--- src/rtl/router_merge_ctrl_pkg.sv ---
// Shared router constants, flit field helpers and merge-stage state type.
// Flit layout: [35:32] info, [31:16] tag, [15:0] value.
package router_merge_ctrl_pkg;

    localparam int ROUTER_WIDTH    = 36;
    localparam int MERGE_NUM_CHILD = 4;

    localparam logic [3:0] ROUTER_INFO_UV = 4'h2;

    localparam int DIR_NW = 0;
    localparam int DIR_NE = 1;
    localparam int DIR_SW = 2;
    localparam int DIR_SE = 3;

    localparam int ROUTER_INFO_HI = 35;
    localparam int ROUTER_INFO_LO = 32;
    localparam int ROUTER_TAG_HI  = 31;
    localparam int ROUTER_TAG_LO  = 16;
    localparam int ROUTER_VAL_HI  = 15;
    localparam int ROUTER_VAL_LO  = 0;

    typedef enum logic [1:0] {
        ST_IDLE    = 2'd0,
        ST_COLLECT = 2'd1,
        ST_FULL    = 2'd2
    } merge_state_t;

    function automatic logic [3:0] flit_info(input logic [ROUTER_WIDTH-1:0] f);
        return f[ROUTER_INFO_HI:ROUTER_INFO_LO];
    endfunction

    function automatic logic [15:0] flit_tag(input logic [ROUTER_WIDTH-1:0] f);
        return f[ROUTER_TAG_HI:ROUTER_TAG_LO];
    endfunction

    function automatic logic [15:0] flit_val(input logic [ROUTER_WIDTH-1:0] f);
        return f[ROUTER_VAL_HI:ROUTER_VAL_LO];
    endfunction

    function automatic logic [ROUTER_WIDTH-1:0] make_flit(input logic [3:0] info,
                                                          input logic [15:0] tag,
                                                          input logic [15:0] val);
        return {info, tag, val};
    endfunction

    function automatic logic [2:0] count_full(input logic [MERGE_NUM_CHILD-1:0] f);
        logic [2:0] c;
        c = '0;
        for (int i = 0; i < MERGE_NUM_CHILD; i++) c = c + {2'b00, f[i]};
        return c;
    endfunction

endpackage

--- src/rtl/router_merge_slot.sv ---
// One child-direction holding slot: a full flag plus the captured flit.
// A load in the same cycle as a clear wins, so a set can refill while firing.
module router_merge_slot
    import router_merge_ctrl_pkg::*;
(
    input  logic                    clk,
    input  logic                    rst,
    input  logic                    i_load,
    input  logic                    i_clear,
    input  logic                    i_flush,
    input  logic [ROUTER_WIDTH-1:0] i_data,
    output logic                    o_full,
    output logic [ROUTER_WIDTH-1:0] o_data,
    output logic                    o_ready_term
);

    logic                    r_full;
    logic [ROUTER_WIDTH-1:0] r_data;

    always_ff @(posedge clk or negedge rst) begin
        if (!rst) begin
            r_full <= 1'b0;
            r_data <= '0;
        end else if (i_flush) begin
            r_full <= 1'b0;
        end else if (i_load) begin
            r_full <= 1'b1;
            r_data <= i_data;
        end else if (i_clear) begin
            r_full <= 1'b0;
        end
    end

    assign o_full       = r_full;
    assign o_data       = r_data;
    assign o_ready_term = ~r_full;

endmodule

--- src/rtl/router_merge_ctrl.sv ---
// Quadtree merge front-end: gathers one UV flit per child, then issues one
// summed flit from a registered valid/ready output.
module router_merge_ctrl
    import router_merge_ctrl_pkg::*;
#(
    parameter int TIMEOUT = 256
) (
    input  logic                                    clk,
    input  logic                                    rst,
    input  logic [MERGE_NUM_CHILD-1:0]              in_valid,
    input  logic [MERGE_NUM_CHILD*ROUTER_WIDTH-1:0] in_data,
    output logic [MERGE_NUM_CHILD-1:0]              in_ready,
    output logic                                    out_valid,
    output logic [ROUTER_WIDTH-1:0]                 out_data,
    input  logic                                    out_ready,
    input  logic                                    flush,
    output logic                                    busy,
    output logic                                    err_info,
    output logic                                    err_tag,
    output logic                                    err_timeout,
    output merge_state_t                            dbg_state
);

    // Handshake: a flit moves when valid & ready are both high at a rising
    // edge; out_data holds while out_valid & !out_ready.

    logic [MERGE_NUM_CHILD-1:0] w_full, w_ready_term, w_is_uv, w_load, w_full_next;
    logic [ROUTER_WIDTH-1:0]    w_slot_data [MERGE_NUM_CHILD];
    logic                       w_fire, w_tag_err;
    logic [15:0]                w_sum;
    logic [2:0]                 w_cnt_next;
    merge_state_t               r_state, w_state_next;
    logic [15:0]                r_wait;
    logic                       r_out_valid, r_err_info, r_err_tag, r_err_timeout;
    logic [ROUTER_WIDTH-1:0]    r_out_data;

    assign w_fire = (&w_full) & (~r_out_valid | out_ready) & ~flush;

    for (genvar g = 0; g < MERGE_NUM_CHILD; g++) begin : g_slot
        assign w_is_uv[g]  = flit_info(in_data[g*ROUTER_WIDTH +: ROUTER_WIDTH]) == ROUTER_INFO_UV;
        // A non-UV flit is refused outright rather than held.
        assign in_ready[g] = (w_ready_term[g] | w_fire) & ~flush & ~(in_valid[g] & ~w_is_uv[g]);
        assign w_load[g]   = in_valid[g] & in_ready[g];
        assign w_full_next[g] = flush ? 1'b0 : (w_load[g] | (w_full[g] & ~w_fire));

        router_merge_slot u_slot (
            .clk          (clk),
            .rst          (rst),
            .i_load       (w_load[g]),
            .i_clear      (w_fire),
            .i_flush      (flush),
            .i_data       (in_data[g*ROUTER_WIDTH +: ROUTER_WIDTH]),
            .o_full       (w_full[g]),
            .o_data       (w_slot_data[g]),
            .o_ready_term (w_ready_term[g])
        );
    end

    assign w_sum = flit_val(w_slot_data[DIR_NW]) + flit_val(w_slot_data[DIR_NE])
                 + flit_val(w_slot_data[DIR_SW]) + flit_val(w_slot_data[DIR_SE]);

    assign w_tag_err = (flit_tag(w_slot_data[DIR_NE]) != flit_tag(w_slot_data[DIR_NW]))
                     | (flit_tag(w_slot_data[DIR_SW]) != flit_tag(w_slot_data[DIR_NW]))
                     | (flit_tag(w_slot_data[DIR_SE]) != flit_tag(w_slot_data[DIR_NW]));

    assign w_cnt_next = count_full(w_full_next);

    // State tracks slot occupancy as it will be after this edge.
    always_comb begin
        w_state_next = ST_COLLECT;
        case (w_cnt_next)
            3'd0:    w_state_next = ST_IDLE;
            3'd4:    w_state_next = ST_FULL;
            default: w_state_next = ST_COLLECT;
        endcase
    end

    always_ff @(posedge clk or negedge rst) begin
        if (!rst) r_state <= ST_IDLE;
        else      r_state <= w_state_next;
    end

    always_ff @(posedge clk or negedge rst) begin
        if (!rst) begin
            r_wait <= '0;
        end else if (flush || (w_state_next != r_state)) begin
            r_wait <= '0;
        end else if ((r_state == ST_COLLECT) && (r_wait != 16'hFFFF)) begin
            r_wait <= r_wait + 16'd1;
        end
    end

    always_ff @(posedge clk or negedge rst) begin
        if (!rst) begin
            r_out_valid <= 1'b0;
            r_out_data  <= '0;
        end else if (w_fire) begin
            r_out_valid <= 1'b1;
            r_out_data  <= make_flit(ROUTER_INFO_UV, flit_tag(w_slot_data[DIR_NW]), w_sum);
        end else if (out_ready) begin
            r_out_valid <= 1'b0;
        end
    end

    always_ff @(posedge clk or negedge rst) begin
        if (!rst) begin
            r_err_info    <= 1'b0;
            r_err_tag     <= 1'b0;
            r_err_timeout <= 1'b0;
        end else begin
            if (|(in_valid & ~w_is_uv))
                r_err_info <= 1'b1;
            if (w_fire && w_tag_err)
                r_err_tag <= 1'b1;
            if ((r_state == ST_COLLECT) && (r_wait >= 16'(TIMEOUT - 1)))
                r_err_timeout <= 1'b1;
        end
    end

    assign out_valid   = r_out_valid;
    assign out_data    = r_out_data;
    assign busy        = (|w_full) | r_out_valid;
    assign err_info    = r_err_info;
    assign err_tag     = r_err_tag;
    assign err_timeout = r_err_timeout;
    assign dbg_state   = r_state;

endmodule

--- config.mk ---
export PLATFORM = sky130hd
export DESIGN_NAME = router_merge_ctrl
export DESIGN_NICKNAME = d
export VERILOG_FILES = /design/src/rtl/router_merge_ctrl_pkg.sv /design/src/rtl/router_merge_slot.sv /design/src/rtl/router_merge_ctrl.sv
export SDC_FILE = /design/constraint.sdc
export NUM_CORES = 1
export LEC_CHECK = 0
export CAP_MARGIN = 15
export CORE_MARGIN = 10
export CORE_UTILIZATION = 53
export CTS_CLUSTER_SIZE = 10
export DETAILED_ROUTE_END_ITERATION = 16
export GPL_TIMING_DRIVEN = 1
export PLACE_DENSITY = 0.85
export SLEW_MARGIN = 20
export SYNTH_ARGS = -nofsm -noshare
export SYNTH_HDL_FRONTEND = slang
export SYNTH_HIERARCHICAL = 1
export SYNTH_SLANG_ARGS = --single-unit
--- constraint.sdc ---
create_clock -name clk -period 3.9 [get_ports clk]
set_input_delay 0.39 -clock clk [delete_from_list [all_inputs] [get_ports clk]]
set_output_delay 0.39 -clock clk [all_outputs]
set_load 0.1 [all_outputs]
**Word-level counts from Yosys, hierarchy flattened**

Index checks and enable logic that the tools add are counted.

- Register bits after elaboration: 187
- Output and inout port bits: 47
- Word-level logic and storage cells: 121

- $add $sub $neg: 7
- $lt $le $gt $ge: 1
- Equal/unequal tests: 11
- Muxes and demuxes: 18
- Bitwise logic cells: 51
- Reductions and logical operators: 18

Operators with widths:

| operator | count |
|---|---|
| adder 16 bit | 3 |
| != test 16 bit | 3 |
| 2-to-1 mux 16 bit | 2 |
| AND 1 bit | 22 |
| adder 16 x 1 -> 16 bit (second input constant) | 1 |
| equality test 4 x 2 -> 1 bit (second input constant) | 4 |
| greater-or-equal comparator 16 x 8 -> 1 bit (second input constant) | 1 |
| != test 16 bit (second input constant) | 1 |
| 2-to-1 mux 1 bit | 15 |
| NOT 1 bit | 15 |
| OR 1 bit | 12 |
| nonzero test 3 bit | 4 |
| AND reduction 2 bit | 4 |
| OR reduction 4 bit | 2 |
| AND 4 bit | 1 |
| NOT 4 bit | 1 |
| one-hot mux 2 bit (2 select lines) | 1 |
| AND reduction 4 bit | 1 |
| nonzero test 2 bit | 2 |
| adder 2 x 1 -> 3 bit | 1 |
| adder 3 x 1 -> 3 bit | 1 |
| equality test 3 bit (second input constant) | 1 |
| logical AND 1 bit | 3 |
| logical NOT 3 bit | 1 |
| other kinds (4) | 4 |

**Logic depth before layout (Yosys ltp)**

- Word-level depth: 18
- Depth in mapped cells: 15

**Hierarchy**

Netlist, hierarchy kept.

Modules (own cells, without submodules):

| module | instances | cells an instance | area an instance (um2) | seq. area each (um2) |
|---|---|---|---|---|
| router_merge_slot | 4 | 82 | 1556.5 | 925.9 |
| router_merge_ctrl | 1 | 462 | 4309.1 | 1376.3 |

**Least setup slack after synthesis**

No wires, ideal clock.

- Path type: register to register
- From: register r_out_valid, in the netlist out_valid
- To: register g_slot[3].u_slot.r_data[0]
- Arrival time: 3783 ps
- Slack: -8 ps
- Cell stages (with the launch flop): 12
- Clock period less this slack: 3908 ps
- Cell sequence: dfrtp_1 > nand2b_1 > nand3_1 > inv_1 > buf_2 > o21ai_0 > nor2_1 > and2_1 > nor2b_4 > buf_12 > buf_12 > mux2_4

- Cells in the longest elaborated chain, start to end: 9

Ends and longest elaborated chain:

| item | RTL line | RTL |
|---|---|---|
| from (decl) | router_merge_ctrl.sv:34 | `logic r_out_valid, r_err_info, r_err_tag, r_err_timeout;` |
| from (signal assigned) | router_merge_ctrl.sv:95 | `r_out_valid <= 1'b0;` |
| from (signal assigned) | router_merge_ctrl.sv:98 | `r_out_valid <= 1'b1;` |
| from (signal assigned) | router_merge_ctrl.sv:101 | `r_out_valid <= 1'b0;` |
| NOT 1 bit | router_merge_ctrl.sv:37 | `assign w_fire = (&w_full) & (~r_out_valid \| out_ready) & ~flush;` |
| OR 1 bit | router_merge_ctrl.sv:37 |  |
| AND 1 bit (2 in a row) | router_merge_ctrl.sv:37 |  |
| OR 1 bit | router_merge_ctrl.sv:42 | `assign in_ready[g] = (w_ready_term[g] \| w_fire) & ~flush & ~(in_valid[g] & ~w_is_uv[g]);` |
| AND 1 bit (2 in a row) | router_merge_ctrl.sv:42 |  |
| net in_ready[3] | router_merge_ctrl.sv:12 | `output logic [MERGE_NUM_CHILD-1:0] in_ready,` |
| AND 1 bit | router_merge_ctrl.sv:43 | `assign w_load[g] = in_valid[g] & in_ready[g];` |
| net w_load[3] | router_merge_ctrl.sv:27 | `logic [MERGE_NUM_CHILD-1:0] w_full, w_ready_term, w_is_uv, w_load, w_full_next;` |
| AND reduction 2 bit (no source line) | -- |  |
| to (signal assigned) | router_merge_slot.sv:28 | `r_data <= i_data;` |
| to (decl) | router_merge_slot.sv:18 | `logic [ROUTER_WIDTH-1:0] r_data;` |

The timed path passes the listed nets, and every way through them passes these cells.
A chain may end at the register's enable or synchronous reset.

**Final worst setup path**

- From: register g_slot[3].u_slot.r_data[1]
- To: register r_out_data[13], in the netlist out_data[13]

- Cells in the longest elaborated chain, start to end: 1

Ends and longest elaborated chain:

| item | RTL line | RTL |
|---|---|---|
| adder 16 bit | router_merge_ctrl.sv:60 | `+ flit_val(w_slot_data[DIR_SW]) + flit_val(w_slot_data[DIR_SE]);` |
| to (signal assigned) | router_merge_ctrl.sv:99 | `r_out_data <= make_flit(ROUTER_INFO_UV, flit_tag(w_slot_data[DIR_NW]), w_sum);` |
| to (decl) | router_merge_ctrl.sv:35 | `logic [ROUTER_WIDTH-1:0] r_out_data;` |

Every way passes these cells.

==> impl_metrics.toml <==
[timing]
relSlewSlack = 0.3091
clock_skew_ps = 9.749
slew_violations = 0
rsz0062_at_grt = "false"
fin_hold_ws_ps = 55.70
tightest_slew_ps = 1033
clock.fmax_mhz = 282.2
setup_viol = 0
post-route-period-util = 0.9087
hold_violations = 0
period_needed_ps = 3544

[layout]
design_area_mm2 = 0.01260
final_util = 0.6780
drive_above_1_share = 0.2039
areaGrowthSynthToFinish_pct = 26.56
nNetsFinal = 1164
fill_cells = 1323
diodes = 0

[setup_path]
end_kind = "register"
worst-r2r-cell-count = 11
critPathArrivalTime_ps = 3900
startpoint_type = "register"
worst-path-max-fanout = 4
critPathRequiredTime_ps = 4250
timing_worst_setup_path_type = "reg2reg"

[clocking]
ctsRootBufferMaster = "clkbuf_16"
cts_hold_buf = 0
cts_resized = 0
clock-sinks = 187
post_cts_buffers = 0
cts_tree = "yes"
cts.reportedPaths.clkPinSlew_ps = 70
cts_max_level = 4
clock_tree.buffer_depth = 2
worstSkewPairLatency_ps = 430
cts_buffers = 17

[die]
core_mm2 = 0.01858
rows = 50
die_area_mm2 = 0.02466
die_h_um = 157.1
initial_core_util = 0.5358
die_x_um = 157.1
pin_count = 199

[routing]
wl_per_cell_um = 20.62
drt-total-wl_um = 24950
ant_nets = 0
drt_iter0_markers = 376
firstDrtPassIters = 4
vias_per_cell = 5.425
drc_errors = 0
vias = 6564

[run]
maxCapViolCount = 0

[power_and_ir_drop]
p_leak_nw = 5.578
p_per_area_mw_per_mm2 = 644.8
ir_drop_uv = 346.8

[run_status]
status = "complete, no violations"

[yosys]
mappedNetlistArea_mm2 = 0.009955
synth_cells = 758
syn_avg_cell_area_um2 = 13.13
ys_warn_count = 6

[worst_hold_path]
hold_class = "in2async"

[placement]
placed_area_mm2 = 0.01201
io_buffers = 195
finalWeightedCongestion = 0.8524
dp_hpwl_um = 18640

[grt]
overflow = 0
antenna_found_initial = 0
grt_pass1_wl_um = 39720
grt_max_degree = 112
grt_pass1_vias = 7241
grt_use_total = 0.2053
[critical path, stage by stage, from the launching register on]
cell and delay (ps):
dfrtp_1 400, fa_1 500, fa_1 520, ha_1 190
inv_1 70, fa_1 390, nand2b_1 180, a21o_1 190
a32oi_2 350, a21boi_0 210, or3_1 340, a21oi_1 120
[area by class of cell]
cell class | instances | area (um2) | area share
tap | 234 | 292.8 | 0.02324
inverter | 21 | 78.83 | 0.006257
clock inverter | 15 | 158.9 | 0.01261
clock buffer | 17 | 425.4 | 0.03377
multi-input combinational | 523 | 4820 | 0.3826
sequential | 187 | 4679 | 0.3714
timing repair buffer | 213 | 2143 | 0.1701
[flip-flops by register name (all words and copies together) (netlist names)]
name / count
dbg_state: 2
err_info: 1
err_tag: 1
err_timeout: 1
g_slot.u_slot/o_data: 128
g_slot.u_slot/o_full: 4
out_data: 33
out_valid: 1
r_wait: 16
[metal layers]
metal	part of all wire	wire, um	track usage	vias up
li1	-	-	-	3040
met2	0.50	12370	0.3433	207
met4	0.012	290	0.04942	0
met3	0.068	1705	0.05459	24
met5	0	0	0	-
met1	0.42	10580	0.2604	3293
[worst paths after layout]
check,from,endpoint,slack (ps)
worst max-delay path,g_slot[3].u_slot/o_data[1],out_data[13],360
worst min-delay path,rst,g_slot[3].u_slot/o_data[3],60
worst max register to register,g_slot[3].u_slot/o_data[1],out_data[13],360
worst min register to register,out_data[30],out_data[30],480
max in group asynchronous,rst,g_slot[2].u_slot/o_data[27],2910
min in group clk,out_data[30],out_data[30],480
[per-stage QoR]
step	cells	total power, mW	setup WS (ps)	setup TNS [ps]
6_report	1210	8.123	356.2	0
5_1_grt	1210	8.624	95.61	0
4_1_cts	1210	8.140	333.4	0
3_5_place_dp	1178	6.319	-117.6	-1301
3_3_place_gp	1178	6.180	73.29	0
2_1_floorplan	760	5.339	8.187	0
[placed cells by master, fill, tap and decap left out, types with 4 or more instances in the layout]
cell type	n
inv_1	21
nand4_1	5
ha_1	18
fa_1	31
or3_1	4
and2_1	6
xnor2_1	26
o211ai_1	5
a21o_1	6
mux2_4	120
clkdlybuf4s50_1	190
a21oi_1	20
nand2_1	88
clkinvlp_4	4
o22ai_1	5
xor2_1	25
buf_12	5
nor2_1	34
clkbuf_16	17
o41ai_1	6
dfrtp_1	187
nand3_1	6
nor3_1	14
and3_1	10
nor2b_4	4
nand2b_1	8
nor4_1	7
o2111ai_1	4
buf_4	17
o21ai_0	24
mux2_2	8
[where the power goes]
part | leakage [nW] | switching [mW] | internal [mW]
Clock | 0.275 | 0.817 | 0.906
Combinational | 2.95 | 1.95 | 1.84
Sequential | 2.35 | 0.333 | 2.28
Power figures use the tool's default switching activity.
